[src/rtl/irq_trap_sequencer_if.sv]
// Trap request handshake between the interrupt sequencer and the CSR trap unit.
interface irq_trap_sequencer_if;
  logic       irq_req_o;
  logic [3:0] irq_code_o;
  logic       irq_flush_lsu_o;
  logic       irq_ack_in;

  // Sequencer side: raises the request and cause, consumes the commit ack.
  modport master (
    output irq_req_o,
    output irq_code_o,
    output irq_flush_lsu_o,
    input  irq_ack_in
  );

  // CSR trap unit side.
  modport slave (
    input  irq_req_o,
    input  irq_code_o,
    input  irq_flush_lsu_o,
    output irq_ack_in
  );
endinterface

[src/rtl/irq_trap_sequencer.sv]
// Machine-mode interrupt front-end: synchronises raw interrupt lines, masks
// them with mie / global enable, selects the highest-priority cause and runs
// a held request/ack handshake into the CSR trap logic. Also sequences WFI
// sleep/wake and a short post-trap holdoff.
module irq_trap_sequencer #(
  parameter int SYNC_STAGES    = 2,
  parameter int ACK_TIMEOUT    = 15,
  parameter int HOLDOFF_CYCLES = 2
) (
  input  logic                        clk,
  input  logic                        rst,
  irq_trap_sequencer_if.master        trap,
  input  logic [1:0]                  ext_irq_in,
  input  logic                        timer_irq_in,
  input  logic                        soft_irq_in,
  input  logic                        uart_irq_in,
  input  logic [31:0]                 mie_in,
  input  logic                        mstatus_mie_in,
  input  logic [1:0]                  priv_mode_in,
  input  logic                        exc_req_in,
  input  logic                        pipe_stall_in,
  input  logic                        wfi_req_in,
  output logic [31:0]                 mip_o,
  output logic                        wfi_stall_o,
  output logic                        wfi_wake_o,
  output logic                        timeout_o
);

  localparam int TMO_W  = $clog2(ACK_TIMEOUT + 1);
  localparam int HOLD_W = $clog2(HOLDOFF_CYCLES + 1);
  localparam logic [TMO_W-1:0]  TMO_LAST  = TMO_W'(ACK_TIMEOUT - 1);
  localparam logic [HOLD_W-1:0] HOLD_LAST = HOLD_W'(HOLDOFF_CYCLES - 1);

  localparam logic [3:0] CODE_MEI = 4'd11;
  localparam logic [3:0] CODE_MSI = 4'd3;
  localparam logic [3:0] CODE_MTI = 4'd7;
  localparam logic [3:0] CODE_SEI = 4'd9;

  typedef enum logic [1:0] {
    ST_IDLE = 2'd0,
    ST_REQ  = 2'd1,
    ST_HOLD = 2'd2,
    ST_WFI  = 2'd3
  } state_t;

  // Fixed priority MEI > MSI > MTI > SEI; 0 when nothing is enabled.
  function automatic logic [3:0] pick_code(input logic [31:0] en);
    logic [3:0] code;
    if (en[11]) begin
      code = CODE_MEI;
    end else if (en[3]) begin
      code = CODE_MSI;
    end else if (en[7]) begin
      code = CODE_MTI;
    end else if (en[9]) begin
      code = CODE_SEI;
    end else begin
      code = 4'd0;
    end
    return code;
  endfunction

  // Raw lines in a fixed lane order: {uart, soft, timer, sei, mei}.
  logic [4:0]  raw_s;
  logic [4:0]  sync_r [SYNC_STAGES-1];
  logic [4:0]  sync_last_s;
  // Final synchroniser stage, already merged: {mei|uart, sei, mti, msi}.
  logic [3:0]  mip_r;
  logic [31:0] mip_s;
  logic [31:0] enabled_s;
  logic        gen_s;
  logic        fire_s;

  state_t            state_r;
  logic [TMO_W-1:0]  tmo_cnt_r;
  logic [HOLD_W-1:0] hold_cnt_r;
  logic              req_r;
  logic              flush_r;
  logic [3:0]        code_r;
  logic              stall_r;
  logic              wake_r;
  logic              timeout_r;

  assign raw_s       = {uart_irq_in, soft_irq_in, timer_irq_in, ext_irq_in[1], ext_irq_in[0]};
  assign sync_last_s = sync_r[SYNC_STAGES-2];

  // Synchroniser chain; the last flop stage also performs the UART-into-MEI merge.
  always_ff @(posedge clk or negedge rst) begin
    if (!rst) begin
      for (int i = 0; i < SYNC_STAGES - 1; i++) begin
        sync_r[i] <= 5'd0;
      end
      mip_r <= 4'd0;
    end else begin
      sync_r[0] <= raw_s;
      for (int i = SYNC_STAGES - 2; i > 0; i--) begin
        sync_r[i] <= sync_r[i-1];
      end
      mip_r <= {sync_last_s[0] | sync_last_s[4], sync_last_s[1], sync_last_s[2], sync_last_s[3]};
    end
  end

  assign mip_s     = {20'd0, mip_r[3], 1'b0, mip_r[2], 1'b0, mip_r[1], 3'd0, mip_r[0], 3'd0};
  assign enabled_s = mip_s & mie_in;
  assign gen_s     = (priv_mode_in != 2'b11) | mstatus_mie_in;
  assign fire_s    = (|enabled_s) & gen_s & ~exc_req_in & ~pipe_stall_in;

  // Trap sequencing FSM with all outputs registered.
  always_ff @(posedge clk or negedge rst) begin
    if (!rst) begin
      state_r    <= ST_IDLE;
      tmo_cnt_r  <= '0;
      hold_cnt_r <= '0;
      req_r      <= 1'b0;
      flush_r    <= 1'b0;
      code_r     <= 4'd0;
      stall_r    <= 1'b0;
      wake_r     <= 1'b0;
      timeout_r  <= 1'b0;
    end else begin
      wake_r    <= 1'b0;
      timeout_r <= 1'b0;
      case (state_r)
        ST_IDLE: begin
          if (wfi_req_in) begin
            state_r <= ST_WFI;
            stall_r <= 1'b1;
          end else if (fire_s) begin
            state_r   <= ST_REQ;
            req_r     <= 1'b1;
            flush_r   <= 1'b1;
            code_r    <= pick_code(enabled_s);
            tmo_cnt_r <= '0;
          end
        end
        ST_REQ: begin
          // Ack takes precedence over an expiring timeout on the same cycle.
          if (trap.irq_ack_in) begin
            state_r    <= ST_HOLD;
            req_r      <= 1'b0;
            flush_r    <= 1'b0;
            code_r     <= 4'd0;
            hold_cnt_r <= '0;
          end else if (tmo_cnt_r == TMO_LAST) begin
            state_r   <= ST_IDLE;
            req_r     <= 1'b0;
            flush_r   <= 1'b0;
            code_r    <= 4'd0;
            timeout_r <= 1'b1;
          end else if (tmo_cnt_r < TMO_LAST) begin
            tmo_cnt_r <= tmo_cnt_r + TMO_W'(1);
          end
        end
        ST_HOLD: begin
          // Gives a trap-entry clear of mstatus.MIE time to reach gen.
          if (hold_cnt_r == HOLD_LAST) begin
            state_r <= ST_IDLE;
          end else if (hold_cnt_r < HOLD_LAST) begin
            hold_cnt_r <= hold_cnt_r + HOLD_W'(1);
          end
        end
        ST_WFI: begin
          // Wake ignores the global enable; IDLE decides whether to trap.
          if (|enabled_s) begin
            state_r <= ST_IDLE;
            stall_r <= 1'b0;
            wake_r  <= 1'b1;
          end
        end
        default: begin
          state_r <= ST_IDLE;
          req_r   <= 1'b0;
          flush_r <= 1'b0;
          code_r  <= 4'd0;
          stall_r <= 1'b0;
        end
      endcase
    end
  end

  assign trap.irq_req_o       = req_r;
  assign trap.irq_code_o      = code_r;
  assign trap.irq_flush_lsu_o = flush_r;
  assign mip_o                = mip_s;
  assign wfi_stall_o          = stall_r;
  assign wfi_wake_o           = wake_r;
  assign timeout_o            = timeout_r;

endmodule

[src/flat_wrapper.sv]
// flat-port wrapper written by rule: the top's interface ports become plain ports
module irq_trap_sequencer_flat 
#(
  parameter int SYNC_STAGES    = 2,
  parameter int ACK_TIMEOUT    = 15,
  parameter int HOLDOFF_CYCLES = 2
)
  (clk, rst, ext_irq_in, timer_irq_in, soft_irq_in, uart_irq_in, mie_in, mstatus_mie_in, priv_mode_in, exc_req_in, pipe_stall_in, wfi_req_in, mip_o, wfi_stall_o, wfi_wake_o, timeout_o, trap_irq_req_o, trap_irq_code_o, trap_irq_flush_lsu_o, trap_irq_ack_in);
  irq_trap_sequencer_if trap_i ();
  input  logic clk;
  input  logic rst;
  input  logic [1:0] ext_irq_in;
  input  logic timer_irq_in;
  input  logic soft_irq_in;
  input  logic uart_irq_in;
  input  logic [31:0] mie_in;
  input  logic mstatus_mie_in;
  input  logic [1:0] priv_mode_in;
  input  logic exc_req_in;
  input  logic pipe_stall_in;
  input  logic wfi_req_in;
  output logic [31:0] mip_o;
  output logic wfi_stall_o;
  output logic wfi_wake_o;
  output logic timeout_o;
  output wire logic [$bits(trap_i.irq_req_o)-1:0] trap_irq_req_o;
  output wire logic [$bits(trap_i.irq_code_o)-1:0] trap_irq_code_o;
  output wire logic [$bits(trap_i.irq_flush_lsu_o)-1:0] trap_irq_flush_lsu_o;
  input wire logic [$bits(trap_i.irq_ack_in)-1:0] trap_irq_ack_in;
  assign trap_irq_req_o = trap_i.irq_req_o;
  assign trap_irq_code_o = trap_i.irq_code_o;
  assign trap_irq_flush_lsu_o = trap_i.irq_flush_lsu_o;
  assign trap_i.irq_ack_in = trap_irq_ack_in;
  irq_trap_sequencer #(.SYNC_STAGES(SYNC_STAGES), .ACK_TIMEOUT(ACK_TIMEOUT), .HOLDOFF_CYCLES(HOLDOFF_CYCLES)) u_core (.clk(clk), .rst(rst), .trap(trap_i), .ext_irq_in(ext_irq_in), .timer_irq_in(timer_irq_in), .soft_irq_in(soft_irq_in), .uart_irq_in(uart_irq_in), .mie_in(mie_in), .mstatus_mie_in(mstatus_mie_in), .priv_mode_in(priv_mode_in), .exc_req_in(exc_req_in), .pipe_stall_in(pipe_stall_in), .wfi_req_in(wfi_req_in), .mip_o(mip_o), .wfi_stall_o(wfi_stall_o), .wfi_wake_o(wfi_wake_o), .timeout_o(timeout_o));
endmodule
[config.mk]
export PLATFORM = sky130hd
export DESIGN_NAME = irq_trap_sequencer_flat
export DESIGN_NICKNAME = d
export VERILOG_FILES = /design/src/rtl/irq_trap_sequencer_if.sv /design/src/rtl/irq_trap_sequencer.sv /design/src/flat_wrapper.sv
export SDC_FILE = /design/constraint.sdc
export NUM_CORES = 1
export LEC_CHECK = 0
export CAP_MARGIN = 20
export CORE_MARGIN = 5
export CORE_UTILIZATION = 37
export CTS_CLUSTER_DIAMETER = 80
export DETAILED_ROUTE_END_ITERATION = 10
export HOLD_SLACK_MARGIN = 0.03
export PLACE_DENSITY = 0.81
export RECOVER_POWER = 25
export SKIP_LAST_GASP = 1
export SYNTH_ARGS = -nofsm -noshare
export SYNTH_HDL_FRONTEND = slang
export SYNTH_SLANG_ARGS = --single-unit
[constraint.sdc]
create_clock -name clk -period 1.8 [get_ports clk]
set_input_delay 0.18 -clock clk [delete_from_list [all_inputs] [get_ports clk]]
set_output_delay 0.18 -clock clk [all_outputs]
set_load 0.01 [all_outputs]
# After elaboration in Yosys (flattened, before gate mapping)
# Index checks and enable logic that the tools add are counted.
# W data, S select, Z words.
# totals
word_cells,90
register_bits,25
inputBits,46
out_inout_bits,41
# classes
n_eq_ne,19
bitwise_logic,8
muxes,39
n_addsub,2
n_reduce_logical,10
magnitude_cmp,2
# op_table
operator,n
$mux W4,13
$and A12 B32 Y32,1
$reduce_or A32 Y1,1
$mux W2,9
$pmux W4 S2,2
$ne A2 B2 Y1 const B,7
$reduce_and A4 Y1,3
$mux W1,11
$ne A2 B1 Y1 const B,5
$pmux W2 S4,1
$ne A3 B2 Y1 const B,2
$reduce_and A6 Y1,1
$reduce_bool A2 Y1,3
$add A4 B1 Y4 const B,1
$eq A2 B1 Y1 const B,2
$eq A2 B2 Y1 const B,2
$eq A4 B4 Y1 const B,1
$lt A4 B4 Y1 const B,1
$pmux W1 S2,2
$pmux W2 S2,1
$and A1 B1 Y1,3
$reduce_and A3 Y1,1
$add A2 B1 Y2 const B,1
$logic_not A2 Y1,1
other kinds (3),5

# Depth between registers and ports, before layout
# depth
ltp_word,8
mapped_depth,6
ltp_nobuf,6

# Worst setup path before layout
# Ideal clock, no wire load.
# synth_path
kind,reg-to-reg
startpoint,register u_core.mip_r[1]
endpoint,register u_core.tmo_cnt_r[1]
required_time_ns,1.714
period_less_slack_ns,1.550
setup_time_ns,0.086
path_stages_with_launch,5
arrival_time_ns,1.464
setup_slack_ns,0.250
n_path_buf,0
cell_sequence,dfrtp_1 > a222oi_1 > nand2_2 > a21o_4 > o221ai_2
# synth_between
elab_chain_cells,7
# synth_lines
item,line,source
"start, declared",irq_trap_sequencer.sv:68,logic [3:0] mip_r;
"start signal, assigned",irq_trap_sequencer.sv:99,"mip_r <= {sync_last_s[0] | sync_last_s[4], sync_last_s[1], sync_last_s[2], sync_last_s[3]};"
$and A12 B32 Y32,irq_trap_sequencer.sv:104,assign enabled_s = mip_s & mie_in;
$reduce_or A32 Y1,irq_trap_sequencer.sv:106,assign fire_s = (|enabled_s) & gen_s & ~exc_req_in & ~pipe_stall_in;
$and A1 B1 Y1 (3 in series),irq_trap_sequencer.sv:106,
$ne A2 B1 Y1 (no source line),n/a,
$reduce_and A6 Y1 (no source line),n/a,
"end signal, assigned",irq_trap_sequencer.sv:151,tmo_cnt_r <= tmo_cnt_r + TMO_W'(1);
"end, declared",irq_trap_sequencer.sv:75,logic [TMO_W-1:0] tmo_cnt_r;
# Every way passes these cells.
# A chain may end at the register's enable or synchronous reset.

# Final worst setup path
# layout_path
startpoint,register u_core.tmo_cnt_r[0]
endpoint,register u_core.code_r[1] (netlist: u_core.trap.irq_code_o[1])
# layout_between
elab_chain_cells,3
# layout_lines
item,line,source
$eq A4 B4 Y1,irq_trap_sequencer.sv:144,end else if (tmo_cnt_r == TMO_LAST) begin
$ne A3 B2 Y1 (no source line),n/a,
$reduce_and A4 Y1 (no source line),n/a,
"end signal, assigned",irq_trap_sequencer.sv:132,code_r <= pick_code(enabled_s);
"end, declared",irq_trap_sequencer.sv:79,logic [3:0] code_r;
# Every way passes these cells.

==> key figures <==
Status
  • Status: finished, final reports clean

Routing
  • Router iterations before antenna repair: 4
  • DR iter-0 viols: 15
  • Drc violations: 0
  • Vias/cell: ~4.5
  • DRT Wirelength: roughly 2.6 mm
  • Detail Route Antenna Nets: 0
  • Wire per inst: 11.33 µm
  • Total number of vias: 1032

Synthesis
  • Register area share after synthesis: between 40% and 50%
  • Average size of a mapped cell: between 10 and 15 µm²
  • Post-synthesis instance total: ~140
  • FF+latch count, synth: 25
  • Yosys warns: 0
  • Synth cell types: 40
  • Synth Cell Area: 1403 µm²

Clocking
  • Clk buf depth: 2
  • PostCTS Resize Cnt: 0
  • Post-CTS Setup Inserts: 0
  • Clock transition at path regs: 80 ps
  • Skew-Pair Late Insertion Delay: approximately 260 ps
  • TritonCTS Sinks: 25
  • TritonCTS buffer count: 3
  • Hold-fix buffer count after cts: 0
  • TritonCTS clock tree: done
  • H-tree depth: 1
  • Root buf cell: clkbuf_8

Timing
  • Tmin final: ~1600 ps
  • Final Hold Viols: 0
  • Worst slew margin: approximately an eighth
  • RSZ-0062 raised after global routing: no
  • Slew Viols, Final: 0
  • Min Hold Slack: approximately 360 ps
  • Fmax: between 600 and 700 MHz
  • Tcrit/Tclk final: 91.36%
  • Count of final setup violators: 0
  • Worst Max-Slew Pin Slew: about 1300 ps
  • TNS Setup: 0 ps
  • Worst Clk Skew: 1.902 ps

Critical path
  • Worst R2R End: u_core.trap.irq_code_o[1]
  • CP Capture Type: flip-flop
  • WP data arrival: ~1800 ps
  • Setup slack, reg-to-reg: around 160 ps
  • Reg2reg start: u_core.tmo_cnt_r[0]
  • Critical Path RT: roughly 2000 ps
  • Crit path launch: u_core.tmo_cnt_r[0]
  • R2R cell count: 6
  • CP max FO: 5
  • Critical Path Start Type: flip-flop
  • Kind of critical path: reg -> reg

Layout
  • Post-layout util: between 40 and 50%
  • Commonest non-fill, non-tap cell in the layout: conb_1
  • # diodes: 0
  • Nets: roughly 230
  • Layout cell share with drive strength beyond 1: between 10% and 20%
  • Commonest cells after routing, fill and taps aside: 28 x conb_1, 25 x clkdlybuf4s50_1, 25 x dfrtp_1
  • Post-route cell area: about 1800 µm²
  • Area grow syn2layout: 25.69%

Floorplanning
  • # IOs: 87
  • Chip width: about 72 µm
  • Core area: between 3000 and 4000 µm²
  • Die footprint: 5122 µm²
  • Die height: a little over 70 µm
  • Starting density of the core: a little under two fifths
  • Std cell rows: 22

Hold path
  • Hold endpoint: u_core.mip_r[0]
  • Hold Path Depth: 0
  • Hold WC Path Type: reg -> reg
  • Min-delay src: u_core.sync_last_s[3]

Power
  • Final Power: approximately 2.2 mW
  • Psw: between 0.8 and 0.9 mW
  • Cell Int Power: 1.407 mW
  • Leakage: approximately 0.83 nW
  • Max rail drop VDD: about 580 µV
  • Clock Power Share: between 10% and 20%
  • Sw Share: roughly 37%
  • Power share of the sequential group: 40.0%
  • Power share of the combinational group: roughly 46%
  • Pwr/cell area: about 1300 nW/µm²

Global routing
  • Pin count of the biggest net entering global routing: 26
  • Number of global-route vias before repair: slightly below 1k
  • First-pass GRT wire length: about 4.2 mm
  • Antenna violations before repair: 0
  • Total gr overflow: 0
  • Gr usage total: approximately 10%

Placement
  • Port Buf Inserts: 30
  • Dpl hpwl: 2.084 mm
  • Placer Congestion: between 0.7 and 0.8
  • Placed inst area: approximately 1700 µm²

Job
  • Max-cap violation count: 0
-- cells by family (layout without fill, tap and decap cells) --
| group | after synthesis | after routing | share of synthesized area [%] |
|---|---|---|---|
| buf+inv | 45 | 59 | 19.80 |
| compound gates | 35 | 35 | 20.16 |
| simple gates | 27 | 27 | 9.725 |
| flops | 25 | 25 | 44.60 |
| fa+ha+maj | 4 | 4 | 3.568 |
| mux | 2 | 2 | 1.873 |
| other cells | 1 | 28 | 0.2674 |
-- state kept, by name, summed over array words and instances (netlist names) --
name / count
u_core.hold_cnt_r: 2
u_core.state_r: 2
u_core.wfi_wake_o: 1
u_core.trap.irq_code_o: 4
u_core.trap.irq_req_o: 1
u_core.wfi_stall_o: 1
u_core.timeout_o: 1
u_core.tmo_cnt_r: 4
u_core.sync_last_s: 5
u_core.mip_r: 4
-- layout make-up --
| cell class | count | area (µm²) |
|---|---|---|
| clock buffers | 4 | 45.04 |
| fillers | 349 | 1898 |
| inverters | 14 | 52.55 |
| multi-input cells | 96 | 600.6 |
| flip-flops and latches | 25 | 625.6 |
| well taps | 48 | 60.06 |
| repair buffers | 41 | 379.1 |
-- critical path, cell delays in order, from the launching register on --
cell     delay (ps)
dfrtp_1         410
inv_1           120
ha_1            190
nand3_1         110
a311o_1         430
a32oi_1         180
o21ai_1          90
-- stage by stage --
stage	worst slack [ps]	std cells
finish	155.5	228
global placement	44.48	224
global route	37.45	228
detailed placement	49.62	224
floorplan	250.2	166
CTS	154.8	228
-- cell usage after synthesis (all sizes together) --
library cell  count  share of area [%]
buf              30                 16
dfrtp            25                 45
inv              14                3.7
nand2             9                2.6
a21oi             7                3.0
o21ai             7                2.5
a32oi             6                3.7
nor2              6                1.6
ha                4                3.6
nor3b             3                1.6
a22o              2                1.3
mux2              2                1.9
nand3             2               0.71
nor3              2               0.71
a21o              1                1.1
a222oi            1               0.71
a22oi             1               0.89
a311o             1               0.71
a311oi            1                1.1
a31oi             1               0.45
a32o              1               0.71
a41o              1               0.71
and4              1               0.62
clkbuf            1               0.27
conb              1               0.27
nand3b            1               0.54
nor2b             1               0.45
nor4              1               0.45
o211ai            1               0.54
o221ai            1                1.1
o22ai             1               0.45
o2bb2ai           1               0.62
o31ai             1               0.54
or2               1               0.45
-- how the worst max path moves through the flow --
| stage | endpoint | slack [ps] |
|---|---|---|
| 2_1_floorplan | u_core.tmo_cnt_r[1] | 250 |
| 3_3_place_gp | u_core.tmo_cnt_r[1] | 40 |
| 3_5_place_dp | u_core.tmo_cnt_r[1] | 50 |
| 4_1_cts | u_core.trap.irq_code_o[1] | 150 |
| 5_1_grt | u_core.wfi_wake_o | 40 |
| 6_report | u_core.trap.irq_code_o[1] | 160 |
-- power by group through the flow --
| stage | clock network, mW | logic (mW) | registers (mW) |
|---|---|---|---|
| floorplan | 0 | 0.711 | 0.893 |
| detailed placement | 0 | 1.04 | 0.910 |
| CTS | 0.335 | 1.04 | 0.899 |
| global placement | 0 | 1.01 | 0.901 |
| global route | 0.352 | 1.16 | 0.934 |
| finish | 0.322 | 1.03 | 0.898 |
-- routing by layer --
metal	up-vias	GRT usage [%]	routed length, µm
met5	-	0	0
met4	0	2.505	12
met3	2	3.086	248
met2	37	17.14	1295
met1	481	12.20	1025
li1	512	-	-
Note: power is estimated with default switching activity, not from simulation.
